$ cat config.mk
export PLATFORM = sky130hd
export DESIGN_NAME = team_06_spi_shifter
export DESIGN_NICKNAME = d
export VERILOG_FILES = /design/src/rtl/team_06_spi_pkg.sv /design/src/rtl/team_06_edge_detect.sv /design/src/rtl/team_06_spi_shifter.sv
export SDC_FILE = /design/constraint.sdc
export NUM_CORES = 1
export LEC_CHECK = 0
export BUFFER_PORTS_ARGS = -buffer_cell sky130_fd_sc_hd__buf_4
export CAP_MARGIN = 0
export CORE_MARGIN = 2
export CORE_UTILIZATION = 52
export CTS_BUF_LIST = sky130_fd_sc_hd__clkbuf_4 sky130_fd_sc_hd__clkbuf_8 sky130_fd_sc_hd__clkbuf_16
export DETAILED_ROUTE_END_ITERATION = 7
export PLACE_DENSITY_LB_ADDON = 0.25
export SLEW_MARGIN = 10
export SYNTH_ARGS = -nofsm -noshare
export SYNTH_HDL_FRONTEND = slang
export SYNTH_SLANG_ARGS = --single-unit
$ cat constraint.sdc
create_clock -name clk -period 2 [get_ports clk]
set_clock_uncertainty 0.15 [all_clocks]
set_input_delay 0 -clock clk [delete_from_list [all_inputs] [get_ports clk]]
set_output_delay 0 -clock clk [all_outputs]
set_load 0.02 [all_outputs]
$ cat src/rtl/team_06_spi_pkg.sv
// team_06_spi_pkg
// Shared types and constants for the team_06 SPI shift-out stage.
//   spi_state_t        : FSM state encoding (IDLE, SETUP, SHIFT, HOLD)
//   SPI_DEFAULT_WIDTH  : default transfer width in bits
package team_06_spi_pkg;

  typedef enum logic [1:0] {
    IDLE  = 2'd0,
    SETUP = 2'd1,
    SHIFT = 2'd2,
    HOLD  = 2'd3
  } spi_state_t;

  localparam int SPI_DEFAULT_WIDTH = 8;

endpackage

$ cat src/rtl/team_06_edge_detect.sv
// team_06_edge_detect
// Purely combinational edge decode of the clock divider output, using the
// divider's own one-cycle-delayed copy so no extra flop is needed here.
// Ports:
//   div_clk      in  divided clock (data signal, never used as a clock)
//   div_clk_past in  div_clk delayed by one system clock
//   tick         out either edge of div_clk (one half-period strobe)
//   rise         out rising edge of div_clk
//   fall         out falling edge of div_clk
module team_06_edge_detect (
  input  logic div_clk,
  input  logic div_clk_past,
  output logic tick,
  output logic rise,
  output logic fall
);

  assign tick = div_clk ^ div_clk_past;
  assign rise = div_clk & ~div_clk_past;
  assign fall = ~div_clk & div_clk_past;

endmodule

$ cat src/rtl/team_06_spi_shifter.sv
// team_06_spi_shifter
// SPI mode-0 serialiser fed by the team clock divider. Each edge of div_clk
// is one half-bit strobe; everything runs on clk.
// Ports:
//   clk, rst          system clock, synchronous active-high reset
//   div_clk(_past)    divider output and its one-cycle-delayed copy
//   tx_data/valid     word to send (MSB first) with valid
//   tx_ready          word accepted this cycle (IDLE only, registered)
//   sclk, mosi, cs_n  SPI link (sclk idles low)
//   done              one-cycle pulse at end of transfer
//   busy              high whenever the FSM is not IDLE
// Optional macro TEAM06_SPI_MISO_EN adds miso in, rx_data/rx_valid out.
module team_06_spi_shifter
  import team_06_spi_pkg::*;
#(
  parameter int DATA_WIDTH = SPI_DEFAULT_WIDTH
) (
  input  logic                  clk,
  input  logic                  rst,
  input  logic                  div_clk,
  input  logic                  div_clk_past,
  input  logic [DATA_WIDTH-1:0] tx_data,
  input  logic                  tx_valid,
  output logic                  tx_ready,
  output logic                  sclk,
  output logic                  mosi,
  output logic                  cs_n,
  output logic                  done,
  output logic                  busy
`ifdef TEAM06_SPI_MISO_EN
  ,
  input  logic                  miso,
  output logic [DATA_WIDTH-1:0] rx_data,
  output logic                  rx_valid
`endif
);

  localparam int CNT_W = $clog2(DATA_WIDTH);

  spi_state_t            state_q, state_d;
  logic [DATA_WIDTH-1:0] shift_q, shift_d;
  logic [CNT_W-1:0]      bit_cnt_q, bit_cnt_d;
  logic                  sclk_q, sclk_d;
  logic                  mosi_q, mosi_d;
  logic                  cs_n_q, cs_n_d;
  logic                  done_q, done_d;
  logic                  tx_ready_q, tx_ready_d;
  logic                  busy_q, busy_d;
`ifdef TEAM06_SPI_MISO_EN
  logic [DATA_WIDTH-1:0] rx_shift_q, rx_shift_d;
  logic [DATA_WIDTH-1:0] rx_data_q, rx_data_d;
  logic                  rx_valid_q, rx_valid_d;
`endif

  logic tick, edge_rise, edge_fall;
  // rise/fall serve other divider consumers; this block needs only the strobe.
  logic edges_unused;

  team_06_edge_detect u_edge (
    .div_clk      (div_clk),
    .div_clk_past (div_clk_past),
    .tick         (tick),
    .rise         (edge_rise),
    .fall         (edge_fall)
  );

  assign edges_unused = edge_rise ^ edge_fall;

  always_comb begin
    state_d   = state_q;
    shift_d   = shift_q;
    bit_cnt_d = bit_cnt_q;
    sclk_d    = sclk_q;
    mosi_d    = mosi_q;
    cs_n_d    = cs_n_q;
    done_d    = 1'b0;
`ifdef TEAM06_SPI_MISO_EN
    rx_shift_d = rx_shift_q;
    rx_data_d  = rx_data_q;
    rx_valid_d = 1'b0;
`endif
    case (state_q)
      IDLE: begin
        if (tx_valid && tx_ready_q) begin
          shift_d   = tx_data;
          bit_cnt_d = CNT_W'(DATA_WIDTH - 1);
          cs_n_d    = 1'b0;
          mosi_d    = tx_data[DATA_WIDTH-1];
          state_d   = SETUP;
`ifdef TEAM06_SPI_MISO_EN
          rx_shift_d = '0;
`endif
        end
      end
      SETUP: begin
        // one half-bit of cs_n-to-sclk setup before the first rising edge
        if (tick) begin
          sclk_d  = 1'b0;
          state_d = SHIFT;
        end
      end
      SHIFT: begin
        if (tick) begin
          if (!sclk_q) begin
            sclk_d = 1'b1;
`ifdef TEAM06_SPI_MISO_EN
            rx_shift_d = {rx_shift_q[DATA_WIDTH-2:0], miso};
`endif
          end else begin
            sclk_d = 1'b0;
            if (bit_cnt_q == '0) begin
              state_d = HOLD;
            end else begin
              // next bit is launched on the same cycle sclk falls
              shift_d   = {shift_q[DATA_WIDTH-2:0], 1'b0};
              bit_cnt_d = bit_cnt_q - CNT_W'(1);
              mosi_d    = shift_q[DATA_WIDTH-2];
            end
          end
        end
      end
      HOLD: begin
        if (tick) begin
          cs_n_d  = 1'b1;
          mosi_d  = 1'b0;
          done_d  = 1'b1;
          state_d = IDLE;
`ifdef TEAM06_SPI_MISO_EN
          rx_data_d  = rx_shift_q;
          rx_valid_d = 1'b1;
`endif
        end
      end
      default: state_d = IDLE;
    endcase
    // registered from next state so tx_valid never reaches tx_ready combinationally
    tx_ready_d = (state_d == IDLE);
    busy_d     = (state_d != IDLE);
  end

  always_ff @(posedge clk) begin
    if (rst) begin
      state_q    <= IDLE;
      shift_q    <= '0;
      bit_cnt_q  <= '0;
      sclk_q     <= 1'b0;
      mosi_q     <= 1'b0;
      cs_n_q     <= 1'b1;
      done_q     <= 1'b0;
      tx_ready_q <= 1'b1;
      busy_q     <= 1'b0;
`ifdef TEAM06_SPI_MISO_EN
      rx_shift_q <= '0;
      rx_data_q  <= '0;
      rx_valid_q <= 1'b0;
`endif
    end else begin
      state_q    <= state_d;
      shift_q    <= shift_d;
      bit_cnt_q  <= bit_cnt_d;
      sclk_q     <= sclk_d;
      mosi_q     <= mosi_d;
      cs_n_q     <= cs_n_d;
      done_q     <= done_d;
      tx_ready_q <= tx_ready_d;
      busy_q     <= busy_d;
`ifdef TEAM06_SPI_MISO_EN
      rx_shift_q <= rx_shift_d;
      rx_data_q  <= rx_data_d;
      rx_valid_q <= rx_valid_d;
`endif
    end
  end

  assign tx_ready = tx_ready_q;
  assign sclk     = sclk_q;
  assign mosi     = mosi_q;
  assign cs_n     = cs_n_q;
  assign done     = done_q;
  assign busy     = busy_q;
`ifdef TEAM06_SPI_MISO_EN
  assign rx_data  = rx_data_q;
  assign rx_valid = rx_valid_q;
`endif

endmodule

==> results of run 1 <==
==> report_power, final <==
part           internal (µW)  switching (µW)
clock                    111             116
sequential               409            45.2
combinational            146             162
total                    666             323
==> worst max path at each step <==
stage | end | slack (ns) | depth (start not counted)
3_3_place_gp | shift_q[4]$_SDFFE_PP0P_ | 0.29 | 7
4_1_cts | state_q[0]$_SDFF_PP0_ | 0.19 | 6
5_1_grt | state_q[0]$_SDFF_PP0_ | 0.08 | 6
6_report | state_q[0]$_SDFF_PP0_ | 0.16 | 6
2_1_floorplan | shift_q[1]$_SDFFE_PP0P_ | 0.34 | 7
3_5_place_dp | shift_q[4]$_SDFFE_PP0P_ | 0.22 | 7
==> state kept, by name, indices dropped and copies added, names as in the netlist <==
name       cells
shift_q        7
done           1
sclk           1
cs_n           1
mosi           1
tx_ready       1
bit_cnt_q      3
state_q        2
busy           1
==> kinds of logic (layout without fill, tap and decap cells) <==
family | count (synthesis) | after routing | synth area share
buffers and inverters | 13 | 46 | 0.0823
xor gates and xnor gates | 3 | 3 | 0.0359
DFF | 18 | 18 | 0.382
adders and majority gates | 2 | 2 | 0.0266
and+or+nand+nor | 26 | 26 | 0.135
AOI/OAI and AO/OA | 47 | 47 | 0.337
==> through the flow <==
step | utilization | power [µW] | std cells
6_report | 0.736 | 989 | 167
2_1_floorplan | - | 663 | 109
5_1_grt | 0.736 | 1050 | 167
3_5_place_dp | 0.639 | 744 | 150
4_1_cts | 0.736 | 993 | 167
3_3_place_gp | 0.639 | 734 | 150
==> layout make-up <==
cell class | instances | area, µm²
Inverter | 6 | 22.5
Fill cell | 126 | 450
Timing Repair Buffer | 36 | 303
Multi-Input combinational cell | 78 | 504
Sequential cell | 18 | 360
Clock buffer | 4 | 36.3
Tap cell | 25 | 31.3
==> placed cells by master (no fill, tap or decap), types with 2 or more instances in the layout <==
master,n
dfxtp_1,18
a221oi_1,2
o21ai_0,13
nor2_1,5
or2_2,2
a311oi_1,3
dlygate4sd3_1,13
a31oi_1,2
nand4_1,2
buf_4,23
a21oi_1,18
a311oi_2,3
ha_1,2
nand2_1,7
clkbuf_4,3
nor3_1,4
inv_1,5
==> timing repair <==
action                                 4_1_cts  5_1_grt
endpoints found under the hold margin       18        0
buffers inserted                             0        0
hold buffers                                13        0
==> worst register-to-register path: stages, from the launching register on <==
cell      delay, ns
dfxtp_1        0.35
inv_1          0.07
ha_1           0.18
nor2b_1        0.19
o31ai_4        0.24
buf_4          0.21
a21oi_1        0.07
a311oi_1       0.27
==> routing by layer <==
metal	vias up	GRT usage
met3	2	0.0824
li1	469	-
met1	426	0.298
met5	-	0
met2	22	0.367
met4	0	0.0514
==> flow_summary.ini, run 1 <==
[cts]
htreeDepth = 1
numClockSinks = 18
cts-root-buf = clkbuf_4
cts_tree = yes
clockBufferDepth = 2
clkLatencyLatePin_ns = 0.30
clk_pin_slew_ns = 0.10
cts_resized = 0
cts_buffers = 3

[critical_path]
worstReg2RegStart = bit_cnt_q[0]$_SDFFE_PP0P_
crit_family = buffers and inverters
reg2regPathDepth = 7
crit_path_start_kind = input port
critPathArrivalTime_ns = 1.90
reg2reg_to = shift_q[4]$_SDFFE_PP0P_
crit_top_cell = dlygate4sd3_1
cpPeakStageDelay_ns = 0.60
crit_buf_inv = 3
reg2reg_slack_ns = 0.18
cp-end-kind = flip-flop
cp_max_fo = 4
path_cells = dlygate4sd3_1 > buf_4 > xor2_1 > dlygate4sd3_1 > nand4_1 > a221oi_1
cp.required_ns = 2.06
crit_path_start = div_clk_past
slowest_stage = dlygate4sd3_1
worstSetupPathType = in2reg

[place]
hpwl_um = 1460
io_buffers = 18
place_congestion = 0.779
post-place-ws_ns = 0.221
dpl_cell_area_mm2 = 0.00109

[min_path]
min_delay_path_depth = 3
hold_path.class = in2reg
hp-start = tx_data[6]
hold_end = shift_q[6]$_SDFFE_PP0P_

[routing]
top_layer = met4
vias = 919
dr_wl_met3_um = 94
wl_per_cell_um = 13.4
drt-initial-drc-count = 10
drt_wl_total_um = 2230
firstDrtPassIters = 4
via_per_inst = 5.50
route.met2.wl_um = 1090
drc_errors = 0
ant_nets = 0
met1Wirelength_um = 1030

[sta]
final.min_clock_period_ns = 1.84
setup_ws_ns = 0.155
setup_violations = 0
slew_viol_final = 0
fin_tns_setup_ns = 0
worst_pin_slew_ns = 0.493
fmax_mhz = 542
rsz0062_at_grt = no
hold_viol_final = 0
post-route-period-util = 0.922
worst_hold_slack_ns = 0.0225
max_slew_margin = 0.668

[yosys]
synth_edf_count = 0
synth.top_cell.area_share = 0.382
ys_ff_latch = 18
synth_nets = 124
synth_area_um2 = 942
yosysSeqAreaShare = 0.382
yosysWarnings = 0
synth_cells = 109
synthArstFlopShare = 0
synth_top_flop_cell = dfxtp_1
syn_avg_cell_area_um2 = 8.64
yosys.area.top_type = dfxtp_1
ys_types = 34
synth_commonest_cells = a21oi_1, dfxtp_1, o21ai_0
synth.area.top_cells = dfxtp_1, a21oi_1, o21ai_0

[global_routing]
grt_pass1_vias = 807
grt_pass1_wl_um = 3460
track_usage = 0.231
grt_max_degree = 19
overflow = 0
antenna_found_initial = 0

[final_layout]
area_growth_pct = 33.5
antennaDiodeCount = 0
stdcell_area_mm2 = 0.00126
final_layout_size_suffix_gt1_frac = 0.239
fin_nets = 158

[die]
start_util = 0.552
coreArea_mm2 = 0.00171
ioPinCount = 19
die_w_um = 46.6
die_area_mm2 = 0.00217
floorplan.die.height_um = 46.6
num_rows = 15

[status]
outcome = finished clean

[power]
p_leak_uw = 0.000492
power_density_mw_per_mm2 = 787
vdd_drop_max_mv = 0.739

[job]
drv_cap = 0
(Power assumes the default switching activity.)
==> run 2, diff against run 1 <==
--- a/config.mk
+++ b/config.mk
@@ -12,6 +12,7 @@
 export CTS_BUF_LIST = sky130_fd_sc_hd__clkbuf_4 sky130_fd_sc_hd__clkbuf_8 sky130_fd_sc_hd__clkbuf_16
 export DETAILED_ROUTE_END_ITERATION = 7
 export PLACE_DENSITY_LB_ADDON = 0.25
+export RECOVER_POWER = 100
 export SLEW_MARGIN = 10
 export SYNTH_ARGS = -nofsm -noshare
 export SYNTH_HDL_FRONTEND = slang
==> run 2 against run 1 <==
  * First-iteration DRC count rose by 20%
  * Sequential cell count did not move
  * Sequential power barely moved
  * Sequential share of layout area rose by 0.76 points
  * Count of clock-buffer cells in the layout did not move
  * Fmax fell by 1.7%
  * Register-to-register slack got worse by 0.06 ns
  * Critical path depth rose by 1
  * Critical path type is now reg2reg
  * Critical endpoint is now shift_q[4]$_SDFFE_PP0P_
==> flow_summary.ini, run 2 (synthesis gave the netlist of run 1 again) <==
[status]
outcome = finished clean

[critical_path]
critPathArrivalTime_ns = 1.93
slowest_stage = dfxtp_1
path_cells = inv_1 > ha_1 > nor2b_1 > o31ai_4 > clkbuf_2 > a21oi_1 > a311oi_1
cp_max_fo = 8
cpPeakStageDelay_ns = 0.35
cp-end-kind = flip-flop
worstReg2RegStart = bit_cnt_q[0]$_SDFFE_PP0P_
cp.required_ns = 2.05
reg2regPathDepth = 7
reg2reg_slack_ns = 0.12
worstSetupPathType = reg2reg
crit_path_start_kind = flip-flop
reg2reg_to = shift_q[4]$_SDFFE_PP0P_

[final_layout]
reg_top3 = shift_q x7, bit_cnt_q x3, state_q x2
area_growth_pct = 30.0
stdcell_area_mm2 = 0.00122
largest_reg_flops = 7
nFillCells = 139
fin_util = 0.717
top_register = shift_q
final_layout_size_suffix_gt1_frac = 0.183
antennaDiodeCount = 0
fin_nets = 158
final_cell_mix = a21oi_1, dfxtp_1, buf_4

[cts]
clockBufferDepth = 2
clkLatencyLatePin_ns = 0.30
htreeDepth = 1
cts_buffers = 3
cts_setup_buffers = 0
hold_buffers = 13
cts-root-buf = clkbuf_4
clk_pin_slew_ns = 0.11
numClockSinks = 18
cts_resized = 0
cts_tree = yes

[routing]
wl_per_cell_um = 13.3
vias = 907
firstDrtPassIters = 4
drt_wl_total_um = 2220
drt-initial-drc-count = 12
drc_errors = 0
ant_nets = 0
via_per_inst = 5.43

[place]
place_congestion = 0.779
post-place-ws_ns = 0.221
dpl_cell_area_mm2 = 0.00109
hpwl_um = 1460
io_buffers = 18

[global_routing]
grt_pass1_wl_um = 3460
antenna_found_initial = 0
track_usage = 0.231
grt_max_degree = 19
overflow = 0
grt_pass1_vias = 807

[power]
p_leak_uw = 0.000462
power_density_mw_per_mm2 = 795
vdd_drop_max_mv = 0.738

[sta]
hold_viol_final = 0
slew_viol_final = 0
max_slew_margin = 0.663
setup_violations = 0
worst_pin_slew_ns = 0.505
post-route-period-util = 0.938
final.min_clock_period_ns = 1.88
fin_tns_setup_ns = 0
fmax_mhz = 533
setup_ws_ns = 0.124
rsz0062_at_grt = no
worst_hold_slack_ns = 0.0218

[die]
ioPinCount = 19
die_area_mm2 = 0.00217
coreArea_mm2 = 0.00171
floorplan.die.height_um = 46.6
start_util = 0.552
num_rows = 15
die_w_um = 46.6

[min_path]
min_delay_path_depth = 3
hold_end = shift_q[6]$_SDFFE_PP0P_
hold_path.class = in2reg
hp-start = tx_data[6]

[job]
drv_cap = 0
-- run 2: changes by cell type in the layout (fill, tap and decap cells not counted) --
| cell | change |
|---|---|
| buf_4 | -9 |
| clkbuf_1 | +8 |
| clkbuf_2 | +1 |
-- run 2: per-layer routing --
| metal | wire (µm) | vias to the layer above | track usage |
|---|---|---|---|
| met2 | 1090 | 18 | 0.367 |
| met4 | 14 | 0 | 0.0514 |
| met5 | 0 | - | 0 |
| met3 | 74 | 2 | 0.0824 |
| li1 | - | 468 | - |
| met1 | 1050 | 419 | 0.298 |
-- run 2: final cells by class --
| class | instances | area, µm² | area share |
|---|---|---|---|
| tap | 25 | 31.3 | 0.0255 |
| multi-input combinational | 78 | 504 | 0.412 |
| inverter | 6 | 22.5 | 0.0184 |
| timing repair buffer | 36 | 270 | 0.221 |
| clock buffer | 4 | 36.3 | 0.0296 |
| sequential | 18 | 360 | 0.294 |
-- run 2: power breakdown --
part	switching [µW]	internal (µW)	leakage, µW	total, µW
clock	116	111	0.0000210	227
combinational	162	131	0.000292	293
sequential	45.1	409	0.000149	454
total	323	651	0.000462	974
-- run 2: metrics by stage --
step / std cells / total power (µW)
floorplan: 109 / 663
global placement: 150 / 734
detailed placement: 150 / 744
CTS: 167 / 993
global route: 167 / 1030
finish: 167 / 974
-- run 2: worst max-delay path by stage --
stage | cells after the start | slack (ns) | to | from
after global routing | 7 | 0.04 | shift_q[3]$_SDFFE_PP0P_ | bit_cnt_q[0]$_SDFFE_PP0P_
final | 7 | 0.12 | shift_q[4]$_SDFFE_PP0P_ | bit_cnt_q[0]$_SDFFE_PP0P_
after global placement | 7 | 0.29 | shift_q[4]$_SDFFE_PP0P_ | bit_cnt_q[0]$_SDFFE_PP0P_
after floorplan | 7 | 0.34 | shift_q[1]$_SDFFE_PP0P_ | bit_cnt_q[0]$_SDFFE_PP0P_
after CTS | 6 | 0.19 | state_q[0]$_SDFF_PP0_ | div_clk_past
after detailed placement | 7 | 0.22 | shift_q[4]$_SDFFE_PP0P_ | bit_cnt_q[0]$_SDFFE_PP0P_
-- run 2: worst max-delay path: cells and delay by family (launching register included) --
family | cells | cell delay (ns)
AOI/OAI and AO/OA | 3 | 0.60
DFF | 1 | 0.35
buffers and inverters | 2 | 0.32
and+or+nand+nor | 1 | 0.19
adders and majority gates | 1 | 0.18
==> run 3, diff against run 2 <==
--- a/config.mk
+++ b/config.mk
@@ -8,7 +8,7 @@
 export BUFFER_PORTS_ARGS = -buffer_cell sky130_fd_sc_hd__buf_4
 export CAP_MARGIN = 0
 export CORE_MARGIN = 2
-export CORE_UTILIZATION = 52
+export CORE_UTILIZATION = 47
 export CTS_BUF_LIST = sky130_fd_sc_hd__clkbuf_4 sky130_fd_sc_hd__clkbuf_8 sky130_fd_sc_hd__clkbuf_16
 export DETAILED_ROUTE_END_ITERATION = 7
 export PLACE_DENSITY_LB_ADDON = 0.25
==> constraint.sdc (replaced) <==
create_clock -name clk -period 1.7 [get_ports clk]
set_clock_uncertainty 0.15 [all_clocks]
set_input_delay 0 -clock clk [delete_from_list [all_inputs] [get_ports clk]]
set_output_delay 0 -clock clk [all_outputs]
set_load 0.02 [all_outputs]
==> run 3 against run 2 <==
  * Clock power rose by 18%
  * Count of clock-buffer cells in the layout did not move
  * Sequential cell count did not move
  * Hold slack improved by 0.0023 ns
  * Register-to-register slack got worse by 0.08 ns
  * Global-route usage fell by 0.80 points
  * Final area rose by 14%
  * Via count rose by 9.5%
  * Final cell count rose by 9.0%
  * Non-clock buffer count rose by 13
  * Critical path type unchanged
  * Combinational power rose by 58%
  * Worst setup slack got worse by 0.081 ns
==> flow_summary.ini, run 3 (synthesis gave the netlist of run 1 again) <==
[status]
outcome = finished clean

[power]
p_leak_uw = 0.000548
power.total_uw = 1270
power_density_mw_per_mm2 = 907
vdd_drop_max_mv = 0.571

[place]
dp_cells = 159
post-place-ws_ns = -0.0478
place_congestion = 0.768
io_buffers = 18
hpwl_um = 1490

[cts]
clk_pin_slew_ns = 0.10
clkLatencyLatePin_ns = 0.30
clockBufferDepth = 2
htreeDepth = 1
cts_tree = yes
cts_buffers = 3
cts-root-buf = clkbuf_4
numClockSinks = 18

[routing]
drt-initial-drc-count = 33
firstDrtPassIters = 5
wl_per_cell_um = 14.3
via_per_inst = 5.46
drt_wl_total_um = 2610
ant_nets = 0
vias = 993
drc_errors = 0

[sta]
setup_violations = 0
fmax_mhz = 604
final.min_clock_period_ns = 1.66
setup_ws_ns = 0.0430
slew_viol_final = 0
worst_hold_slack_ns = 0.0241
max_slew_margin = 0.772
rsz0062_at_grt = yes
hold_viol_final = 0
post-route-period-util = 0.975
worst_pin_slew_ns = 0.341

[critical_path]
cp-end-kind = flip-flop
cp_max_fo = 3
cp.required_ns = 1.74
crit_path_start_kind = flip-flop
worstSetupPathType = reg2reg
critPathArrivalTime_ns = 1.70
reg2reg_slack_ns = 0.04

[job]
drv_cap = 0

[global_routing]
grt_pass1_wl_um = 4170
overflow = 0
grt_max_degree = 19
track_usage = 0.223
antenna_found_initial = 0
grt_pass1_vias = 927

[die]
die_w_um = 48.8
die_area_mm2 = 0.00238
coreArea_mm2 = 0.00192
start_util = 0.490
floorplan.die.height_um = 48.8
ioPinCount = 19
num_rows = 16

[final_layout]
register_area_um2 = 365
fin_nets = 171
antennaDiodeCount = 0
fin_util = 0.729
final_cell_mix = buf_4, a21oi_1, dfxtp_1
multi_input_area_um2 = 558
nFillCells = 159
area_growth_pct = 48.7
final_cells = 182
reg_top3 = shift_q x7, bit_cnt_q x3, state_q x2
final_common_cell = buf_4
largest_reg_flops = 7
final_layout_size_suffix_gt1_frac = 0.355
top_register = shift_q

[min_path]
hold_path.class = in2reg
==> run 3: final timing paths <==
path	startpoint	end	depth (start not counted)
setup / recovery	bit_cnt_q[0]$_SDFFE_PP0P_	bit_cnt_q[2]$_SDFFE_PP0P_	8
hold / removal	tx_data[6]	shift_q[6]$_SDFFE_PP0P_	3
setup reg to reg	bit_cnt_q[0]$_SDFFE_PP0P_	bit_cnt_q[2]$_SDFFE_PP0P_	8
hold reg to reg	shift_q[3]$_SDFFE_PP0P_	shift_q[3]$_SDFFE_PP0P_	2
==> run 3: worst max-delay path, stage by stage, from the launching register on <==
cell and delay [ns]:
dfxtp_2 0.34, inv_2 0.05, ha_4 0.14, nor2b_4 0.13, buf_4 0.14, nor4_2 0.23, buf_4 0.17, a211o_1 0.12
o21ai_0 0.08
==> run 3: power breakdown <==
| group | internal [µW] | total [µW] | switching (µW) |
|---|---|---|---|
| logic | 232 | 463 | 231 |
| registers | 484 | 541 | 57.1 |
| clock network | 131 | 267 | 137 |
==> run 3: area by class of cell <==
| cell class | instances | area share |
|---|---|---|
| multi-input cells | 78 | 0.398 |
| flip-flops and latches | 18 | 0.261 |
| clock buffers | 4 | 0.0259 |
| inverters | 6 | 0.0161 |
| well taps | 27 | 0.0241 |
| repair buffers | 49 | 0.275 |
==> run 3: stage by stage <==
step	setup TNS, ns	instance area (µm²)
6_report	0	1400
3_5_place_dp	-0.225	1150
4_1_cts	0	1370
5_1_grt	-0.0776	1400
2_1_floorplan	0	942
3_3_place_gp	0	1150
==> run 3: repair_timing <==
| action | in CTS | in global routing |
|---|---|---|
| setup endpoints to repair | 8 | 11 |
| gates resized for setup | 9 | 11 |
| endpoints found under the hold margin | 16 | 1 |
| pin swaps | 8 | 4 |
| hold buffers | 12 | 1 |
| cloned | 1 | 0 |
| buffers inserted | 4 | 1 |
==> run 3: routing by layer <==
| metal | part of all wire | wire [µm] | global-route usage | up-vias |
|---|---|---|---|---|
| met3 | 0.040 | 104 | 0.0307 | 6 |
| li1 | - | - | - | 495 |
| met4 | 0.018 | 47 | 0.0714 | 0 |
| met2 | 0.48 | 1260 | 0.368 | 28 |
| met1 | 0.46 | 1190 | 0.301 | 464 |
| met5 | 0 | 0 | 0 | - |
